==> src/rtl/thirteen_bit_down_timer.sv <==
// Loadable down-counter: Load starts a countdown of LoadValue enabled cycles, Done pulses one cycle at expiry.
// Priority Load > Abort > Enable; optional auto-reload turns it into a periodic (N+1)-cycle tick.
module thirteen_bit_down_timer #(
    parameter int WIDTH       = 13,
    parameter bit AUTO_RELOAD = 1'b0
) (
    input  logic             i_clk,
    input  logic             i_rst,
    input  logic             i_load,
    input  logic [WIDTH-1:0] i_load_value,
    input  logic             i_enable,
    input  logic             i_abort,
    output logic [WIDTH-1:0] o_count,
    output logic             o_busy,
    output logic             o_done
);

    typedef enum logic [1:0] {
        S_IDLE    = 2'd0,
        S_RUN     = 2'd1,
        S_EXPIRED = 2'd2
    } state_t;

    localparam logic [WIDTH-1:0] ZERO = '0;
    localparam logic [WIDTH-1:0] ONE  = WIDTH'(1);

    state_t           r_state;
    logic [WIDTH-1:0] r_count;
    logic [WIDTH-1:0] r_reload;

    state_t           w_next_state;
    logic [WIDTH-1:0] w_next_count;
    logic [WIDTH-1:0] w_next_reload;

    always_ff @(posedge i_clk or posedge i_rst) begin
        if (i_rst) begin
            r_state  <= S_IDLE;
            r_count  <= ZERO;
            r_reload <= ZERO;
        end else begin
            r_state  <= w_next_state;
            r_count  <= w_next_count;
            r_reload <= w_next_reload;
        end
    end

    always_comb begin
        w_next_state  = r_state;
        w_next_count  = r_count;
        w_next_reload = r_reload;
        if (i_load) begin
            w_next_reload = i_load_value;
            w_next_count  = i_load_value;
            // A zero load expires immediately without any RUN cycle.
            w_next_state  = (i_load_value != ZERO) ? S_RUN : S_EXPIRED;
        end else if (i_abort) begin
            w_next_state = S_IDLE;
            w_next_count = ZERO;
        end else begin
            case (r_state)
                S_RUN: begin
                    if (i_enable) begin
                        if (r_count <= ONE) begin
                            w_next_count = ZERO;
                            w_next_state = S_EXPIRED;
                        end else begin
                            w_next_count = r_count - ONE;
                        end
                    end
                end
                S_EXPIRED: begin
                    // Reload ignores Enable; a zero reload value falls back to IDLE to avoid a stuck Done.
                    if (AUTO_RELOAD && (r_reload != ZERO)) begin
                        w_next_count = r_reload;
                        w_next_state = S_RUN;
                    end else begin
                        w_next_count = ZERO;
                        w_next_state = S_IDLE;
                    end
                end
                default: begin
                    w_next_state = S_IDLE;
                end
            endcase
        end
    end

    always_comb begin
        o_busy  = (r_state == S_RUN);
        o_done  = (r_state == S_EXPIRED);
        o_count = r_count;
    end

endmodule
==> config.mk <==
export PLATFORM = sky130hd
export DESIGN_NAME = thirteen_bit_down_timer
export DESIGN_NICKNAME = d
export VERILOG_FILES = /design/src/rtl/thirteen_bit_down_timer.sv
export SDC_FILE = /design/constraint.sdc
export NUM_CORES = 1
export LEC_CHECK = 0
export BUFFER_PORTS_ARGS = -buffer_cell sky130_fd_sc_hd__buf_2
export CAP_MARGIN = 20
export CORE_MARGIN = 2
export CORE_UTILIZATION = 35
export DETAILED_ROUTE_END_ITERATION = 6
export GPL_TIMING_DRIVEN = 0
export PLACE_DENSITY = 0.6
export RECOVER_POWER = 100
export SYNTH_ARGS = -nofsm -noshare
export SYNTH_HDL_FRONTEND = slang
export SYNTH_SLANG_ARGS = --single-unit
==> constraint.sdc <==
create_clock -name i_clk -period 3.63 [get_ports i_clk]
set_input_delay 0.1815 -clock i_clk [delete_from_list [all_inputs] [get_ports i_clk]]
set_output_delay 0.1815 -clock i_clk [all_outputs]
set_load 0.1 [all_outputs]
; Word-level counts from Yosys, hierarchy flattened
; Cells that the tools add are included.
[classes]
addsub = 1
n_lt_le_gt_ge = 1
n_eq_ne = 4
n_mux = 11
n_reduce_logical = 4
[op_table]
columns = op, n
row1 = two-way mux 13 bit, 4
row2 = case mux 13 bit (2 select lines), 1
row3 = "less-or-equal comparator 13 x 1 -> 1 bit, second input constant", 1
row4 = nonzero test 13 bit, 1
row5 = "subtractor 13 x 1 -> 13 bit, second input constant", 1
row6 = two-way mux 2 bit, 6
row7 = "inequality test 4 x 3 -> 1 bit, second input constant", 1
row8 = "inequality test 4 bit, second input constant", 1
row9 = AND reduction 2 bit, 2
row10 = nonzero test 4 bit, 1
row11 = "equality test 2 x 1 -> 1 bit, second input constant", 1
row12 = "equality test 2 bit, second input constant", 1
[word_totals]
regBits = 15
out_inout_bits = 15

; Logic depth before layout (Yosys ltp)
[logic_depth]
depth_word = 6
depth_mapped = 7

; Worst setup path before layout
; No wires, ideal clock.
[synth_path]
path_type = reg2reg
from = register r_count[1] (netlist: o_count[1])
to = register r_count[7] (netlist: o_count[7])
t_arrival_ns = 2.340
setup_slack_ns = 1.182
stages_incl_launch_ff = 8
path_buffers = 0
synth_period_minus_slack_ns = 2.448
cell_sequence = dfrtp_1 inv_1 ha_1 o21ba_2 nor4_4 a21oi_2 nand2_1 o311ai_1
[synth_via]
elab_chain_cells = 6
word_cells_on_any_way = 7
classes_between = add/sub (1) / order compare (1) / mux (5)
[synth_rtl]
columns = element, line
row1 = "start, declared", 28  ; logic [WIDTH-1:0] r_count;
row2 = "start signal, assigned", 42  ; r_count <= w_next_count;
row3 = subtractor 13 x 1 -> 13 bit / less-or-equal comparator 13 x 1 -> 1 bit (equally long branches), "67, 63"
row4 = two-way mux 13 bit *, 63  ; if (r_count <= ONE) begin
row5 = two-way mux 13 bit *, 62  ; if (i_enable) begin
row6 = case mux 13 bit (2 select lines) *, 60  ; case (r_state)
row7 = two-way mux 13 bit *, 56  ; end else if (i_abort) begin
row8 = two-way mux 13 bit *, 51  ; if (i_load) begin
; Mark *: on every way between the ends. The rest lies on a longest branch, timed or not. The select of a mux whose other input is x is not followed.
; A chain may end at the register's enable or synchronous reset.

; Final worst setup path
[layout_path]
from = register r_count[7] (netlist: o_count[7])
to = register r_count[7] (netlist: o_count[7])
; The elaborated chain is that of the path after synthesis.

==> results.md <==
* Chip Width at 60.0 um
* Metal2 WL at 1470 um
* 1st-pass router iterations at 4
* DR top layer: met4
* Met3 WL at 149 um
* Routed metal-1 wirelength at 1460 um
* CTS buffer count at 3
* Num rows at 20
* Reg clk slew, reported paths at 110 ps
* Final WL at 3120 um
* Status: finished clean
* Post-synth top area share at 0.342
* Final TNS setup at 0 ps
* PD cells at 511 nW/um2
* Cells along the critical path: or4_1 > nor4_4 > a21oi_1 > nand2_1 > o311ai_0
* LEAKAGE at 0.530 nW
* Nets@finish at 193
* Post-synthesis sequential area ratio at 0.342
* Largest net degree at the start of global routing at 16
* Worst reg2reg setup slack at 1350 ps
* Skew-Pair Late Insertion Delay at 300 ps
* Hold/Removal Path Class: primary input to register
* Synth area leader: dfrtp_1
* Share of layout cells above drive strength 1 at 0.176
* Syn Nets at 155
* Top cells by area, synth: dfrtp_1 34%, o21ai_0 8.2%, a21oi_1 5.0%, ha_1 4.6%, nand2_1 4.5%
* Ports at 33
* Syn. warnings at 0
* Post-synth EDFFs at 0
* DIE AREA at 3600 um2
* Placed Area at 1310 um2
* Final cell count without fillers at 214
* Final Max Tran Viols at 0
* Final setup fails at 0
* CTS sink count at 15
* Crit. End Element: register
* Layout fillers at 341
* Worst setup path startpoint: o_count[7]
* Max transition margin at 0.225
* # DRC at 0
* First-pass GRT wire length at 5250 um
* Core Area at 3030 um2
* Critical Path Sink: o_count[7]
* Flops & latches, synth at 15
* Routed len/inst at 14.6 um
* R2r startpoint: o_count[7]
* Crit-path max cell delay at 630 ps
* Worst EP required at 3800 ps
* Count of cell types in the netlist at 36
* Top FF cell, synth: dfrtp_1
* Clock root buffer: clkbuf_4
* Max Cap Violations at 0
* Initial core utilization at 0.362
* F_max at 439 MHz
* Vias in the first global route at 1103
* Kind of critical path: register to register
* Post-synthesis async set-or-reset flop share at 1.00
* H-tree levels at 1
* Avg Cell Area, Syn at 8.24 um2
* RD Place Congestion at 0.885
* PortBufs at 32
* Tcrit/Tclk final at 0.628
* Via count at 1189
* Reg2reg path depth at 5
* Gr ovfl total at 0
* Synth-to-Final Area Change at 20.7%
* Worst slew pin tran at 1170 ps
* Iteration-0 DRC Markers at 59
* Maximum vdd ir drop at 0.000297 V
* CTS tree: done
* Crit Reg-Reg Endpoint: o_count[7]
* Layout Utilization at 0.437
* Post-route cell area at 1320 um2
* Fin Clk Skew at 9.21 ps
* Routed Antenna Nets at 0
* Post-Syn Area at 1100 um2
* Hpwl dp at 2430 um
* Slowest stage cell, crit path: or4_1
* Critical Path AT at 2450 ps
* Antenna diode count at 0
* Worst Path Max Fanout at 10
* Die Ht at 60.0 um
* Fin. Hold Viols at 0
* Tmin final at 2280 ps
* CP startpoint kind: register
* Dpl cells at 209
* Antenna violations before repair at 0
* Setup Buffers After CTS at 0
* Total GRT Usage at 0.194
* RSZ-0062 raised after global routing: false
* Via density at 5.56
* Clock Tree Buf Depth at 2
* Pwr Total at 0.675 mW
* Cells after Synth at 133
[metrics by stage]
step	setup slack, ps	hold WS (ps)
after floorplan	1180	83.0
after global placement	1510	279
after detailed placement	1490	291
after CTS	1470	119
after global routing	1110	117
final	1350	123
[power breakdown]
group	internal [mW]	total, mW	switching, mW
Clock	0.0410	0.105	0.0636
Sequential	0.191	0.233	0.0419
Combinational	0.0670	0.338	0.271
[flip-flops by register name, indices dropped and copies added (netlist names)]
signal / cells
o_count: 13
r_state: 2
[critical path, delay by kind of cell (launching register included)]
kind	cells	cell delay, ps
AOI/OAI and AO/OA	2	440
and+or+nand+nor	3	1230
DFF	1	480
[metal layers]
metal / GRT usage / up-vias
li1: - / 577
met1: 0.266 / 565
met2: 0.306 / 42
met3: 0.0346 / 5
met4: 0.0698 / 0
met5: 0 / -
[timing repair]
| item | in CTS | in global routing |
|---|---|---|
| endpoints found under the hold margin | 15 | 0 |
| hold buffers | 1 | 0 |
| gates resized for setup | 0 | 0 |
[worst min path at each step]
stage / startpoint / endpoint / slack [ps] / cells past startpoint
global placement: i_rst / o_count[7] / 280 / 2
global route: i_load_value[3] / o_count[3] / 120 / 3
CTS: i_load_value[3] / o_count[3] / 120 / 3
floorplan: i_rst / o_count[0] / 80 / 1
finish: i_load_value[3] / o_count[3] / 120 / 3
detailed placement: i_rst / o_count[7] / 290 / 2
[cell type report]
class	instances	area, um2	share of cell area
plain buffers	4	28.8	0.0218
clock inverters	1	5.00	0.00378
multi-input cells	109	666	0.503
inverters	5	18.8	0.0142
clock buffers	3	22.5	0.0170
flip-flops and latches	15	375	0.284
repair buffers	33	151	0.114
well taps	44	55.1	0.0416
[cells by family (layout without fill, tap and decap cells)]
kind of cell | after synthesis | after routing | synth area share
DFF | 15 | 15 | 0.342
buffers and inverters | 9 | 46 | 0.0434
and+or+nand+nor | 59 | 59 | 0.305
AOI/OAI and AO/OA | 46 | 46 | 0.264
adders and majority gates | 4 | 4 | 0.0457
[cell usage in the layout, fill, tap and decap left out, types with 2 or more instances in the layout]
master / Yosys / final
buf_2: 1 / 18
inv_1: 5 / 5
nor2b_1: 2 / 2
a22oi_1: 4 / 4
nand2_1: 13 / 13
clkbuf_4: 0 / 3
o211ai_1: 4 / 4
nand2b_1: 4 / 4
or3_1: 3 / 3
o311ai_0: 1 / 2
o21ai_0: 18 / 18
nor4_4: 2 / 2
clkbuf_1: 1 / 16
nand3_1: 5 / 5
or4_1: 1 / 2
ha_1: 4 / 4
or2_2: 2 / 2
nor2_1: 11 / 11
a21oi_1: 11 / 12
dfrtp_1: 15 / 15
nor3_1: 7 / 7
nor4_1: 4 / 4
[synth_stat cells, types with 2 or more instances]
library cell / instances
nand2b_1: 4
or2_2: 2
or3_1: 3
dfrtp_1: 15
a22oi_1: 4
inv_1: 5
a21oi_1: 11
nand3_1: 5
nor2b_1: 2
nor4_4: 2
o211ai_1: 4
nor2_1: 11
ha_1: 4
o21ai_0: 18
nor3_1: 7
nor4_1: 4
nand2_1: 13
(Power assumes the default switching activity.)
